==> config.mk <==
export PLATFORM = sky130hd
export DESIGN_NAME = defog_div_scheduler_flat
export DESIGN_NICKNAME = d
export VERILOG_FILES = /design/src/rtl/defog_pkg.sv /design/src/rtl/defog_div_scheduler_if.sv /design/src/rtl/defog_rr_arbiter.sv /design/src/rtl/defog_div_scheduler.sv /design/src/flat_wrapper.sv
export SDC_FILE = /design/constraint.sdc
export NUM_CORES = 1
export LEC_CHECK = 0
export CORE_ASPECT_RATIO = 0.8
export CORE_MARGIN = 1
export CORE_UTILIZATION = 50
export CTS_BUF_LIST = sky130_fd_sc_hd__clkbuf_2
export DETAILED_ROUTE_END_ITERATION = 12
export DONT_BUFFER_PORTS = 1
export PLACE_DENSITY = 0.66
export SLEW_MARGIN = 10
export SYNTH_ARGS = -nofsm -noshare
export SYNTH_HDL_FRONTEND = slang
export SYNTH_SLANG_ARGS = --single-unit
==> constraint.sdc <==
create_clock -name clk -period 5.2 [get_ports clk]
set_input_delay 0.78 -clock clk [delete_from_list [all_inputs] [get_ports clk]]
set_output_delay 0.78 -clock clk [all_outputs]
set_load 0.05 [all_outputs]
==> src/rtl/defog_pkg.sv <==
// Shared types and constants for the defog divider scheduler.
// Holds the FSM state enum, datapath widths and the t2 clamp helper.
package defog_pkg;

   typedef enum logic [1:0] {
      IDLE = 2'd0,
      RUN  = 2'd1,
      HOLD = 2'd2
   } state_t;

   localparam int DEFOG_DIV_LAT      = 8;
   localparam int DEFOG_DIVIDEND_W   = 12;
   localparam int DEFOG_T_W          = 8;
   localparam int DEFOG_Q_W          = 8;
   localparam int DEFOG_TMIN_DEFAULT = 26;

   function automatic logic [DEFOG_T_W-1:0] t2_effective(
      input logic [DEFOG_T_W-1:0] t2,
      input logic [DEFOG_T_W-1:0] tmin,
      input bit                   en
   );
      return (en && (t2 < tmin)) ? tmin : t2;
   endfunction

endpackage

==> src/rtl/defog_div_scheduler_if.sv <==
// Request and result handshakes between requesters, consumer and scheduler.
// master: requester/consumer side; slave: scheduler side.
interface defog_div_scheduler_if #(
   parameter int NREQ = 3
);
   import defog_pkg::*;

   logic [NREQ-1:0]                  req_valid;
   logic [NREQ-1:0]                  req_ready;
   logic [NREQ*DEFOG_DIVIDEND_W-1:0] req_dividend;
   logic [NREQ*DEFOG_T_W-1:0]        req_t2;
   logic                             res_valid;
   logic                             res_ready;
   logic [DEFOG_Q_W-1:0]             res_quotient;
   logic [1:0]                       res_id;
   logic                             res_ovf;

   modport master (
      output req_valid, req_dividend, req_t2, res_ready,
      input  req_ready, res_valid, res_quotient, res_id, res_ovf
   );

   modport slave (
      input  req_valid, req_dividend, req_t2, res_ready,
      output req_ready, res_valid, res_quotient, res_id, res_ovf
   );

endinterface

==> src/rtl/defog_rr_arbiter.sv <==
// Combinational round-robin arbiter: searches upward from last_grant+1
// with wrap and returns a one-hot grant plus its encoded index.
module defog_rr_arbiter #(
   parameter int NREQ = 3
) (
   input  logic [NREQ-1:0] req,
   input  logic [1:0]      last_grant,
   input  logic            enable,
   output logic [NREQ-1:0] grant,
   output logic [1:0]      index
);

   localparam int IW = (NREQ > 2) ? 2 : 1;

   int j;

   // Walk from the farthest slot to the nearest so the nearest wins.
   always_comb begin
      grant = '0;
      index = '0;
      j     = 0;
      if (enable) begin
         for (int k = NREQ; k >= 1; k--) begin
            j = (int'(last_grant) + k) % NREQ;
            if (req[IW'(j)]) begin
               grant        = '0;
               grant[IW'(j)] = 1'b1;
               index        = 2'(j);
            end
         end
      end
   end

endmodule

==> src/rtl/defog_div_scheduler.sv <==
// Shares one pipelined defog divider among NREQ requesters, one op in flight.
// Optional build macro: DEFOG_TMIN_CLAMP_EN (clamp t2 up to TMIN).
module defog_div_scheduler
   import defog_pkg::*;
#(
   parameter int NREQ    = 3,
   parameter int DIV_LAT = DEFOG_DIV_LAT,
   parameter int TMIN    = DEFOG_TMIN_DEFAULT
) (
   input  logic                        clk,
   input  logic                        nrst,
   defog_div_scheduler_if.slave        bus,
   output logic [DEFOG_DIVIDEND_W-1:0] div_dividend,
   output logic [DEFOG_T_W-1:0]        div_t2,
   input  logic [DEFOG_Q_W-1:0]        div_quotient,
   output logic                        busy
);

`ifdef DEFOG_TMIN_CLAMP_EN
   localparam bit CLAMP_EN = 1'b1;
`else
   localparam bit CLAMP_EN = 1'b0;
`endif

   localparam int              CW    = $clog2(DIV_LAT + 1);
   localparam logic [CW-1:0]   LAST  = CW'(DIV_LAT);
   localparam logic [DEFOG_T_W-1:0] T_MIN = DEFOG_T_W'(TMIN);

   state_t                      state_q, state_d;
   logic [CW-1:0]               cnt_q;
   logic [DEFOG_DIVIDEND_W-1:0] dvd_q;
   logic [DEFOG_T_W-1:0]        t2_q;
   logic [1:0]                  id_q;
   logic [1:0]                  last_q;
   logic [DEFOG_Q_W-1:0]        q_q;
   logic                        ovf_q;

   logic [NREQ-1:0]             gnt;
   logic [1:0]                  gidx;
   logic                        arb_en;
   logic                        accept;
   logic                        capture;
   logic                        ovf;
   logic [DEFOG_DIVIDEND_W-1:0] sel_dvd;
   logic [DEFOG_T_W-1:0]        sel_t2;
   logic [DEFOG_T_W-1:0]        t2_eff;

   defog_rr_arbiter #(
      .NREQ (NREQ)
   ) u_arb (
      .req        (bus.req_valid),
      .last_grant (last_q),
      .enable     (arb_en),
      .grant      (gnt),
      .index      (gidx)
   );

   always_comb begin
      sel_dvd = '0;
      sel_t2  = '0;
      for (int i = 0; i < NREQ; i++) begin
         if (gnt[i]) begin
            sel_dvd = bus.req_dividend[i*DEFOG_DIVIDEND_W +: DEFOG_DIVIDEND_W];
            sel_t2  = bus.req_t2[i*DEFOG_T_W +: DEFOG_T_W];
         end
      end
   end

   assign t2_eff  = t2_effective(sel_t2, T_MIN, CLAMP_EN);
   // dividend >= 256*t2 cannot fit an 8-bit quotient; also covers t2 == 0.
   assign ovf     = {4'b0, dvd_q[11:8]} >= t2_q;
   assign accept  = (state_q == IDLE) && (|gnt);
   assign capture = (state_q == RUN) && (cnt_q == LAST);

   always_comb begin
      state_d = state_q;
      arb_en  = 1'b0;
      unique case (state_q)
         IDLE: begin
            arb_en = nrst;
            if (|gnt) state_d = RUN;
         end
         RUN: begin
            if (cnt_q == LAST) state_d = HOLD;
         end
         HOLD: begin
            if (bus.res_ready) state_d = IDLE;
         end
         default: state_d = IDLE;
      endcase
   end

   always_ff @(posedge clk or negedge nrst) begin
      if (!nrst) state_q <= IDLE;
      else       state_q <= state_d;
   end

   always_ff @(posedge clk or negedge nrst) begin
      if (!nrst) begin
         cnt_q  <= '0;
         dvd_q  <= '0;
         t2_q   <= '0;
         id_q   <= '0;
         last_q <= 2'(NREQ - 1);
         q_q    <= '0;
         ovf_q  <= 1'b0;
      end else begin
         if (accept) begin
            dvd_q  <= sel_dvd;
            t2_q   <= t2_eff;
            id_q   <= gidx;
            last_q <= gidx;
            cnt_q  <= '0;
         end else if (state_q == RUN) begin
            cnt_q <= cnt_q + 1'b1;
         end
         if (capture) begin
            q_q   <= ovf ? '1 : div_quotient;
            ovf_q <= ovf;
         end
      end
   end

   assign bus.req_ready    = gnt;
   assign bus.res_valid    = (state_q == HOLD);
   assign bus.res_quotient = q_q;
   assign bus.res_id       = id_q;
   assign bus.res_ovf      = ovf_q;
   assign div_dividend     = dvd_q;
   assign div_t2           = t2_q;
   assign busy             = (state_q != IDLE);

endmodule

==> src/flat_wrapper.sv <==
// flat-port wrapper written by rule: the top's interface ports become plain ports
module defog_div_scheduler_flat import defog_pkg::*;
#(
   parameter int NREQ    = 3,
   parameter int DIV_LAT = DEFOG_DIV_LAT,
   parameter int TMIN    = DEFOG_TMIN_DEFAULT
)
  (clk, nrst, div_dividend, div_t2, div_quotient, busy, bus_req_valid, bus_req_dividend, bus_req_t2, bus_res_ready, bus_req_ready, bus_res_valid, bus_res_quotient, bus_res_id, bus_res_ovf);
  defog_div_scheduler_if #(.NREQ(NREQ)) bus_i ();
  input  logic clk;
  input  logic nrst;
  output logic [DEFOG_DIVIDEND_W-1:0] div_dividend;
  output logic [DEFOG_T_W-1:0] div_t2;
  input  logic [DEFOG_Q_W-1:0] div_quotient;
  output logic busy;
  input wire logic [$bits(bus_i.req_valid)-1:0] bus_req_valid;
  input wire logic [$bits(bus_i.req_dividend)-1:0] bus_req_dividend;
  input wire logic [$bits(bus_i.req_t2)-1:0] bus_req_t2;
  input wire logic [$bits(bus_i.res_ready)-1:0] bus_res_ready;
  output wire logic [$bits(bus_i.req_ready)-1:0] bus_req_ready;
  output wire logic [$bits(bus_i.res_valid)-1:0] bus_res_valid;
  output wire logic [$bits(bus_i.res_quotient)-1:0] bus_res_quotient;
  output wire logic [$bits(bus_i.res_id)-1:0] bus_res_id;
  output wire logic [$bits(bus_i.res_ovf)-1:0] bus_res_ovf;
  assign bus_i.req_valid = bus_req_valid;
  assign bus_i.req_dividend = bus_req_dividend;
  assign bus_i.req_t2 = bus_req_t2;
  assign bus_i.res_ready = bus_res_ready;
  assign bus_req_ready = bus_i.req_ready;
  assign bus_res_valid = bus_i.res_valid;
  assign bus_res_quotient = bus_i.res_quotient;
  assign bus_res_id = bus_i.res_id;
  assign bus_res_ovf = bus_i.res_ovf;
  defog_div_scheduler #(.NREQ(NREQ), .DIV_LAT(DIV_LAT), .TMIN(TMIN)) u_core (.clk(clk), .nrst(nrst), .bus(bus_i), .div_dividend(div_dividend), .div_t2(div_t2), .div_quotient(div_quotient), .busy(busy));
endmodule
==> impl_metrics.py <==
metrics = {
    "run_status": {
        "outcome": "finished, final reports clean",
    },
    "finish": {
        "final_cell_mix": "dfrtp_1, mux2i_1, nor2_1",
        "syn2layout_area_growth_pct": 2.58,
        "post-route-util_pct": 54.6,
        "drive_above_1_share_pct": 8.73,
        "fin_nets": 312,
        "fillers": 387,
        "n_antenna_cell": 0,
        "layout.cells.non_filler": 286,
        "mostFrequentLayoutCell": "dfrtp_1",
    },
    "routing": {
        "viasPerCell": 5.93,
        "drt-initial-drc-count": 91,
        "wl_mm": 4.94,
        "first_pass_iters": 4,
        "vias": 1696,
        "drc": 0,
        "wl_per_cell_um": 17.3,
        "ant_nets": 0,
    },
    "setup_path": {
        "worstPathMaxFanout": 10,
        "arrival_ps": 3240,
        "endpoint_kind": "primary output",
        "timing.rr.end": "u_core.state_q[0]$_DFFE_PN0P_",
        "regToRegSetupSlack_ps": 1670,
        "path_class": "reg -> out",
        "crit_start": "u_core.bus.res_id[0]$_DFFE_PN0P_",
        "start_kind": "register",
        "worst_r2r_startpoint": "u_core.bus.res_id[0]$_DFFE_PN0P_",
        "crit_path_end": "bus_req_ready[1]",
        "ff2ff_path_depth": 8,
        "cp.required_ps": 4420,
    },
    "place": {
        "place.gp.congestion": 0.840,
        "port_buffers": 0,
        "preCtsSetupSlack_ps": 1550,
        "hpwl_mm": 3.59,
        "dp_cells": 278,
    },
    "clock_tree": {
        "path_clk_slew_ps": 200,
        "clock_latency_ps": 360,
        "post_cts_buffers": 0,
        "ctsHoldBuffers": 0,
        "postCtsResizedCells": 0,
        "cts_num_sinks": 38,
        "h-tree-depth": 2,
        "cts_tree": "yes",
        "clock_path_buffers": 2,
        "cts_made_buffers": 5,
        "root_buffer": "clkbuf_2",
    },
    "synthesis": {
        "ys_seq_elements": 38,
        "netlist_area_um2": 2280,
        "synth_ff_type": "dfrtp_1",
        "ys_seq_area_share_pct": 41.7,
        "synth_edf_count": 0,
        "async_flop_share_pct": 100,
        "ys_types": 43,
        "ys_warn_count": 0,
        "avgSynthCellArea_um2": 9.87,
        "synth_fp_nets": 315,
        "netlist_instances": 231,
    },
    "pwr": {
        "power.leakage_uw": 0.00106,
        "powerDensity_nw_per_um2": 735,
        "finalPower_uw": 1720,
        "ir_worst_vdd_mv": 0.366,
    },
    "sta": {
        "post-route-min-period_ps": 4020,
        "setup_ws_ps": 1180,
        "slew_viol_final": 0,
        "finalCritPeriodShare_pct": 77.3,
        "setup-tns-final_ps": 0,
        "tightest_slew_ps": 991,
        "fin_worst_skew_ps": 15.0,
        "slew_headroom_pct": 33.4,
        "max_freq_mhz": 249,
        "rsz0062_at_grt": "no",
        "setup_viol": 0,
        "final-hold-violation-count": 0,
    },
    "grt": {
        "grt_pass1_wl_mm": 8.18,
        "grt_antenna_before_repair": 0,
        "track_usage_pct": 21.7,
        "grt_max_degree": 40,
        "grt_pass1_vias": 1681,
        "overflow": 0,
    },
    "floorplanning": {
        "rows": 21,
        "dieWidth_um": 77.5,
        "fp.coreArea_um2": 4280,
        "dieArea_um2": 4840,
        "io_pins": 110,
        "die_h_um": 62.4,
        "initial_core_util_pct": 53.3,
    },
    "run": {
        "cap_violations": 0,
    },
    "min_path": {
        "min_path_type": "in -> async",
    },
}
==> where the power goes <==
| group | internal (uW) | leakage, uW | switching (uW) |
|---|---|---|---|
| Clock | 33.2 | 0.0000304 | 94.6 |
| Sequential | 428 | 0.000455 | 510 |
| Combinational | 279 | 0.000573 | 375 |
==> registers in the layout (all words and copies together), names as in the netlist <==
register                 cells
u_core.div_dividend         12
u_core.bus.res_quotient      8
u_core.div_t2                8
u_core.cnt_q                 4
u_core.bus.res_id            2
u_core.state_q               2
u_core.bus.res_ovf           1
u_core.last_q                1
==> through the flow <==
| stage | hold slack (ps) | area, um^2 |
|---|---|---|
| after CTS | 46.0 | 2330 |
| final | 73.8 | 2340 |
| after detailed placement | 486 | 2290 |
| after global placement | 486 | 2290 |
| after global routing | 17.4 | 2340 |
| after floorplan | 484 | 2280 |
==> critical path: stages, from the launching register on <==
cell      delay, ps
dfrtp_1         720
inv_1           190
ha_1            360
mux2i_1         380
mux2_2          280
a311oi_4        140
nor2_1          790
==> routing by layer <==
layer / vias up / routed length, um / track usage [%]
li1: 831 / - / -
met1: 793 / 2200 / 28.1
met4: 0 / 24 / 4.95
met5: - / 0 / 0
met2: 70 / 2320 / 34.5
met3: 2 / 394 / 8.18
==> layout make-up <==
type,count,area (um^2),share of cell area [%]
Tap cell,57,71.3,3.05
Inverter,12,47.5,2.03
Clock inverter,2,8.76,0.374
Timing Repair Buffer,2,15.0,0.642
Clock buffer,6,30.0,1.28
Sequential cell,38,952,40.7
Multi-Input combinational cell,169,1210,51.9
==> synth_stat cells, types with 2 or more instances <==
library cell	number	area (um^2)
o21ai_0	4	20.0
a22oi_1	20	150
buf_2	5	25.0
buf_4	3	22.5
mux2i_1	26	260
o221ai_1	2	17.5
dfrtp_1	37	926
inv_1	11	41.3
ha_1	10	125
nor3b_1	2	15.0
nor2b_1	5	31.3
nand2_1	7	26.3
clkbuf_1	2	7.51
nand2b_1	5	31.3
o22ai_1	2	12.5
buf_6	2	22.5
mux2_2	2	22.5
nor3_1	2	10.0
a21o_1	3	22.5
o21ai_1	23	115
nor2_1	25	93.8
xor2_1	2	17.5
a21oi_1	11	55.1
==> cell families (layout without fill, tap and decap cells) <==
logic type,after synthesis,after routing,synth area share (%)
AO/OA/AOI/OAI,74,74,21.7
AND/OR/NAND/NOR,55,55,12.5
flip-flops,38,38,41.7
multiplexers,28,28,12.4
buffers and inverters,24,22,5.49
adder cells (fa/ha/maj),10,10,5.49
XOR/XNOR,2,2,0.768
==> worst min path at each step <==
| stage | end | cells past startpoint | slack, ps |
|---|---|---|---|
| floorplan | u_core.bus.res_id[0]$_DFFE_PN0P_ | 0 | 480 |
| global placement | u_core.div_dividend[1]$_DFFE_PN0P_ | 0 | 490 |
| detailed placement | u_core.div_dividend[1]$_DFFE_PN0P_ | 0 | 490 |
| CTS | u_core.div_dividend[10]$_DFFE_PN0P_ | 0 | 50 |
| global route | u_core.div_dividend[10]$_DFFE_PN0P_ | 0 | 20 |
| finish | u_core.div_dividend[10]$_DFFE_PN0P_ | 0 | 70 |
(Power assumes the default switching activity.)
